<file path="src/rtl/xor_cipher_ctrl_pkg.sv">
// ---------------------------------------------------------------------------
// xor_cipher_ctrl_pkg
// Shared definitions for the XOR cipher sequencer:
//   - 3-bit state encodings for the controller FSM
//   - default key/message and chunk widths
//   - helpers deriving the chunk count and the chunk-counter width
// ---------------------------------------------------------------------------
package xor_cipher_ctrl_pkg;

    localparam int STATE_W = 3;

    localparam logic [2:0] IDLE     = 3'd0;
    localparam logic [2:0] KEY_LOAD = 3'd1;
    localparam logic [2:0] READY    = 3'd2;
    localparam logic [2:0] MSG_LOAD = 3'd3;
    localparam logic [2:0] ENC      = 3'd4;
    localparam logic [2:0] CAPTURE  = 3'd5;
    localparam logic [2:0] OUT      = 3'd6;

    localparam int DEF_MSG_SIZE = 8;
    localparam int DEF_CHUNK_W  = 4;

    // Number of chunks that make up one key or one message word.
    function automatic int calcNChunk(input int msgSize, input int chunkW);
        return msgSize / chunkW;
    endfunction

    // Chunk counter width; the extra bit keeps NCHUNK==1 at a legal width.
    function automatic int cntWidth(input int nChunk);
        return $clog2(nChunk) + 1;
    endfunction

endpackage

</file>
<file path="src/rtl/xor_cipher_ctrl_chunk_assembler.sv">
// ---------------------------------------------------------------------------
// chunk_assembler
// Builds a MSG_SIZE-wide word from CHUNK_W-wide chunks, MSB chunk first.
// Ports:
//   iClk      clock
//   iRst      asynchronous active-low reset (word and counter to 0)
//   iClear    synchronous clear of word and chunk counter
//   iShiftEn  shift iChunk into the low end of the word
//   iChunk    incoming chunk
//   oWord     assembled word
//   oDone     high in the cycle whose shift completes the word
// ---------------------------------------------------------------------------
module chunk_assembler
    import xor_cipher_ctrl_pkg::*;
#(
    parameter int MSG_SIZE = DEF_MSG_SIZE,
    parameter int CHUNK_W  = DEF_CHUNK_W
) (
    input  logic                iClk,
    input  logic                iRst,
    input  logic                iClear,
    input  logic                iShiftEn,
    input  logic [CHUNK_W-1:0]  iChunk,
    output logic [MSG_SIZE-1:0] oWord,
    output logic                oDone
);

    localparam int NCHUNK = calcNChunk(MSG_SIZE, CHUNK_W);
    localparam int CNT_W  = cntWidth(NCHUNK);
    localparam logic [CNT_W-1:0] LAST_CNT = CNT_W'(NCHUNK - 1);

    logic [CNT_W-1:0]    chunkCnt;
    logic [MSG_SIZE-1:0] wordShifted;

    // A single-chunk word has no upper bits to carry over.
    generate
        if (NCHUNK == 1) begin : gSingle
            assign wordShifted = iChunk;
        end else begin : gMulti
            assign wordShifted = {oWord[MSG_SIZE-CHUNK_W-1:0], iChunk};
        end
    endgenerate

    assign oDone = iShiftEn && (chunkCnt == LAST_CNT);

    // Shift register plus chunk counter; the counter returns to 0 on the
    // completing shift so it never wraps in the middle of a word.
    always_ff @(posedge iClk or negedge iRst) begin
        if (!iRst) begin
            oWord    <= '0;
            chunkCnt <= '0;
        end else if (iClear) begin
            oWord    <= '0;
            chunkCnt <= '0;
        end else if (iShiftEn) begin
            oWord    <= wordShifted;
            chunkCnt <= oDone ? '0 : chunkCnt + CNT_W'(1);
        end
    end

endmodule

</file>
<file path="src/rtl/xor_cipher_ctrl.sv">
// ---------------------------------------------------------------------------
// xor_cipher_ctrl
// Sequencer for the XOR encryption datapath: assembles a key, then messages,
// from a chunked input stream, fires one encrypt cycle and presents the
// ciphertext on a valid/ready output.
// Ports:
//   iClk, iRst          clock, asynchronous active-low reset
//   iKey_Start          request to (re)load a key
//   iData/iData_Valid   input chunk stream; oData_Ready accepts a chunk
//   oEn/oEncrypt        one-cycle datapath enable and encrypt strobe
//   oKey_Assembled      key to datapath
//   oMessage            message to datapath
//   iCiphertext         registered datapath result
//   oOut_Data/oOut_Valid/iOut_Ready  ciphertext output handshake
//   oKey_Valid          a complete key is held
//   oBusy               controller is neither idle nor ready
// ---------------------------------------------------------------------------
module xor_cipher_ctrl
    import xor_cipher_ctrl_pkg::*;
#(
    parameter int MSG_SIZE = DEF_MSG_SIZE,
    parameter int CHUNK_W  = DEF_CHUNK_W
) (
    input  logic                iClk,
    input  logic                iRst,
    input  logic                iKey_Start,
    input  logic [CHUNK_W-1:0]  iData,
    input  logic                iData_Valid,
    output logic                oData_Ready,
    output logic                oEn,
    output logic                oEncrypt,
    output logic [MSG_SIZE-1:0] oKey_Assembled,
    output logic [MSG_SIZE-1:0] oMessage,
    input  logic [MSG_SIZE-1:0] iCiphertext,
    output logic [MSG_SIZE-1:0] oOut_Data,
    output logic                oOut_Valid,
    input  logic                iOut_Ready,
    output logic                oKey_Valid,
    output logic                oBusy
);

    logic [STATE_W-1:0] state;
    logic [STATE_W-1:0] stateNext;

    logic keyClear;
    logic keyShift;
    logic keyDone;
    logic msgShift;
    logic msgDone;

    // Key start wins over a chunk in READY and restarts an in-progress load;
    // it is ignored once a message has started or a result is in flight.
    assign keyClear = iKey_Start &&
                      ((state == IDLE) || (state == KEY_LOAD) || (state == READY));
    assign keyShift = (state == KEY_LOAD) && iData_Valid && !iKey_Start;
    assign msgShift = iData_Valid &&
                      (((state == READY) && !iKey_Start) || (state == MSG_LOAD));

    assign oData_Ready = (state == KEY_LOAD) || (state == READY) || (state == MSG_LOAD);
    assign oEn         = (state == ENC);
    assign oEncrypt    = (state == ENC);
    assign oOut_Valid  = (state == OUT);
    assign oBusy       = (state != IDLE) && (state != READY);

    chunk_assembler #(
        .MSG_SIZE (MSG_SIZE),
        .CHUNK_W  (CHUNK_W)
    ) keyAssembler (
        .iClk     (iClk),
        .iRst     (iRst),
        .iClear   (keyClear),
        .iShiftEn (keyShift),
        .iChunk   (iData),
        .oWord    (oKey_Assembled),
        .oDone    (keyDone)
    );

    // Message words are always completed or aborted by reset, so the
    // message counter only needs the reset to realign.
    chunk_assembler #(
        .MSG_SIZE (MSG_SIZE),
        .CHUNK_W  (CHUNK_W)
    ) msgAssembler (
        .iClk     (iClk),
        .iRst     (iRst),
        .iClear   (1'b0),
        .iShiftEn (msgShift),
        .iChunk   (iData),
        .oWord    (oMessage),
        .oDone    (msgDone)
    );

    // Next-state logic; with one chunk per word the first message chunk
    // already completes the message and goes straight to ENC.
    always_comb begin
        stateNext = state;
        case (state)
            IDLE:     if (iKey_Start) stateNext = KEY_LOAD;
            KEY_LOAD: if (keyDone) stateNext = READY;
            READY: begin
                if (iKey_Start) begin
                    stateNext = KEY_LOAD;
                end else if (msgShift) begin
                    stateNext = msgDone ? ENC : MSG_LOAD;
                end
            end
            MSG_LOAD: if (msgDone) stateNext = ENC;
            ENC:      stateNext = CAPTURE;
            CAPTURE:  stateNext = OUT;
            OUT:      if (iOut_Ready) stateNext = READY;
            default:  stateNext = IDLE;
        endcase
    end

    // State register.
    always_ff @(posedge iClk or negedge iRst) begin
        if (!iRst) begin
            state <= IDLE;
        end else begin
            state <= stateNext;
        end
    end

    // Key-valid flag drops as soon as a (re)load starts and rises on the
    // completing key chunk.
    always_ff @(posedge iClk or negedge iRst) begin
        if (!iRst) begin
            oKey_Valid <= 1'b0;
        end else if (keyClear) begin
            oKey_Valid <= 1'b0;
        end else if (keyDone) begin
            oKey_Valid <= 1'b1;
        end
    end

    // The datapath registers its result at the end of ENC, so it is
    // sampled during CAPTURE and then held for the whole OUT phase.
    always_ff @(posedge iClk or negedge iRst) begin
        if (!iRst) begin
            oOut_Data <= '0;
        end else if (state == CAPTURE) begin
            oOut_Data <= iCiphertext;
        end
    end

endmodule
</file>
<file path="config.mk">
export PLATFORM = sky130hd
export DESIGN_NAME = xor_cipher_ctrl
export DESIGN_NICKNAME = d
export VERILOG_FILES = /design/src/rtl/xor_cipher_ctrl_pkg.sv /design/src/rtl/xor_cipher_ctrl_chunk_assembler.sv /design/src/rtl/xor_cipher_ctrl.sv
export SDC_FILE = /design/constraint.sdc
export NUM_CORES = 1
export LEC_CHECK = 0
export CAP_MARGIN = 20
export CORE_MARGIN = 2
export CORE_UTILIZATION = 39
export CTS_CLUSTER_DIAMETER = 40
export DETAILED_ROUTE_END_ITERATION = 12
export HOLD_SLACK_MARGIN = 0.05
export PLACE_DENSITY_LB_ADDON = 0.25
export REMOVE_ABC_BUFFERS = 1
export SETUP_SLACK_MARGIN = 0.2
export SLEW_MARGIN = 10
export SYNTH_ARGS = -nofsm -noshare
export SYNTH_HDL_FRONTEND = slang
export SYNTH_SLANG_ARGS = --single-unit
</file>
<file path="constraint.sdc">
create_clock -name iClk -period 3.39 [get_ports iClk]
set_input_delay 0.5085 -clock iClk [delete_from_list [all_inputs] [get_ports iClk]]
set_output_delay 0.5085 -clock iClk [all_outputs]
set_load 0.02 [all_outputs]
</file>
==> results.yml <==
route:
  drtIter0Drc: 52
  routed_wirelength_um: 3180
  drc: 0
  wl_per_cell_um: 14.4
  dr.pass1.iters: 4
  postRouteAntennaNets: 0
  num_vias: 1148
  via_per_inst: 5.19
sta:
  setup_tns_ns: 0
  slew_viol_final: 0
  worst_slew_pin_slew_ns: 0.799
  maxSlewHeadroom: 0.464
  rsz0062_at_grt: "false"
  fin_crit_ns: 2.25
  clock.fmax_ghz: 0.444
  timing.final.crit_share: 0.665
  setup_viol: 0
  finalHoldViolCount: 0
  fin_skew_ns: 0.00250
die:
  die_height_um: 65.4
  rows: 22
  fp.coreArea_mm2: 0.00363
  io_pins: 47
  dieArea_mm2: 0.00428
  initial_utilization: 0.405
  die_w_um: 65.4
worst_setup_path:
  path_delay_family: "buffers and inverters"
  cp-start-kind: "flip-flop"
  r2r_setup_slack_ns: 1.49
  reg2reg_from: "state[0]"
  r2r-end: "msgAssembler.oWord[6]"
  critPathBufInv: 1
  path_class: "flip-flop to primary output"
  crit_end: "oEn"
  crit_path_end_kind: "primary output"
  slowest_stage: "clkdlybuf4s50_1"
  critical_path.max_fanout: 15
  worstPathRequired_ns: 2.88
  arrival_ns: 1.75
  cp_cell_sequence: "nor3_1, clkdlybuf4s50_1"
  path_depth: 2
  crit_path_max_incr_delay_ns: 0.65
  worstSetupStartpoint: "state[0]"
  worstRegToRegCells: 3
global_routing:
  gr-total-overflow: 0
  grt_max_degree: 33
  grt_antenna_before_repair: 0
  gr-usage-all-layers: 0.161
  grt_first_pass_wirelength_um: 5250
  grt_pass1_vias: 1080
clocking:
  clk_pin_slew_ns: 0.06
  root_buffer: "clkbuf_8"
  worstSkewPairLatency_ns: 0.28
  h-tree-depth: 2
  cts_buffers: 5
  cts_resized: 0
  cts_tree: "built"
  cts_max_path_buffers: 2
  cts_setup_buffers: 0
  cts_hold_buf: 0
  clock_sinks: 32
synthesis:
  synthTopCellsByArea: "dfrtp_1 54%, mux2_2 14%, o21ai_0 3.4%"
  seq_area_frac_synth: 0.545
  synth_seq_cells: 32
  mappedNetlistArea_mm2: 0.00147
  synth_warnings: 0
  yosys-top-cells-count: "32 x dfrtp_1, 18 x mux2_2, 10 x o21ai_0"
  synth-main-ff-cell: "dfrtp_1"
  syn-mean-instance-area_um2: 11.6
  yosys.area.top_type: "dfrtp_1"
  async_flop_share: 1.00
  synth_cell_types: 33
  synth_edf_count: 0
  synth_cells: 127
  yosysMostFrequentCell: "dfrtp_1"
  yosysTopAreaCellShare: 0.545
place:
  port_buffers: 46
  dpl.hpwl_um: 2250
  place_congestion: 0.802
final_layout:
  syn_to_final_growth_pct: 38.4
  n_antenna_cell: 0
  drive_gt1_frac: 0.185
  final_nets: 190
pwr:
  p_leak_nw: 0.831
  peakVddDrop_mv: 0.479
  powerDensity_mw_per_mm2: 862
  power_mw: 1.75
outcome:
  status: "completed"
hold_path:
  min_path_type: "flip-flop to flip-flop"
job:
  drv_cap: 0
-- cell families after synthesis --
family	Yosys count	synth area share
compound gates	27	0.117
fa+ha+maj	1	0.00851
buf+inv	13	0.0494
flops	32	0.545
mux	18	0.138
simple gates	36	0.143
-- registers in the layout, summed over array words and instances, names as in the netlist --
signal	flops
state	3
msgAssembler.chunkCnt	2
msgAssembler.oWord	8
oOut_Data	8
keyAssembler.chunkCnt	2
keyAssembler.oWord	8
oKey_Valid	1
-- layout by cell type (no fill, tap or decap), drive strengths merged, types with 2 or more instances in the layout --
cell / count
mux2: 18
buf: 2
nor2: 6
nand2: 6
dfrtp: 32
nand4bb: 2
clkdlybuf4s50: 46
nor2b: 3
a21oi: 9
inv: 3
nand3: 9
clkbuf: 8
nor3: 2
nor3b: 2
a221o: 2
o21ai: 10
-- cell type report --
cell class / instances / area [um2]
tap: 48 / 60.1
sequential: 32 / 801
clock buffer: 8 / 90.1
timing repair buffer: 48 / 475
fill: 356 / 1600
multi-input combinational: 82 / 597
inverter: 3 / 11.3
-- how the worst min path moves through the flow --
stage	from	to	slack [ns]	cells after the start
2_1_floorplan	iRst	keyAssembler.chunkCnt[0]	0.21	0
3_3_place_gp	oKey_Valid	oKey_Valid	0.48	2
6_report	oOut_Data[2]	oOut_Data[2]	0.50	1
5_1_grt	oOut_Data[2]	oOut_Data[2]	0.52	1
3_5_place_dp	oOut_Data[6]	oOut_Data[6]	0.50	1
4_1_cts	oOut_Data[2]	oOut_Data[2]	0.51	1
-- per-stage QoR --
stage / instance area, um2 / hold slack [ns] / worst slack, ns / util / cells
detailed placement: 1940 / 0.498 / 0.955 / 0.535 / 213
global route: 2030 / 0.520 / 1.05 / 0.560 / 221
CTS: 2030 / 0.510 / 1.13 / 0.560 / 221
global placement: 1940 / 0.484 / 1.04 / 0.535 / 213
finish: 2030 / 0.505 / 1.14 / 0.560 / 221
floorplan: 1410 / 0.213 / 1.22 / - / 117
-- report_power, final --
part	internal, mW	switching, mW
clock network	0.165	0.132
registers	0.525	0.118
logic	0.420	0.393
-- per-layer routing --
layer	track usage	up-vias	wire, um
met5	0	-	0
li1	-	545	-
met2	0.250	40	1490
met1	0.213	561	1440
met4	0.0391	0	29
met3	0.0616	2	216
No activity file was read; power rests on OpenSTA's default activity.
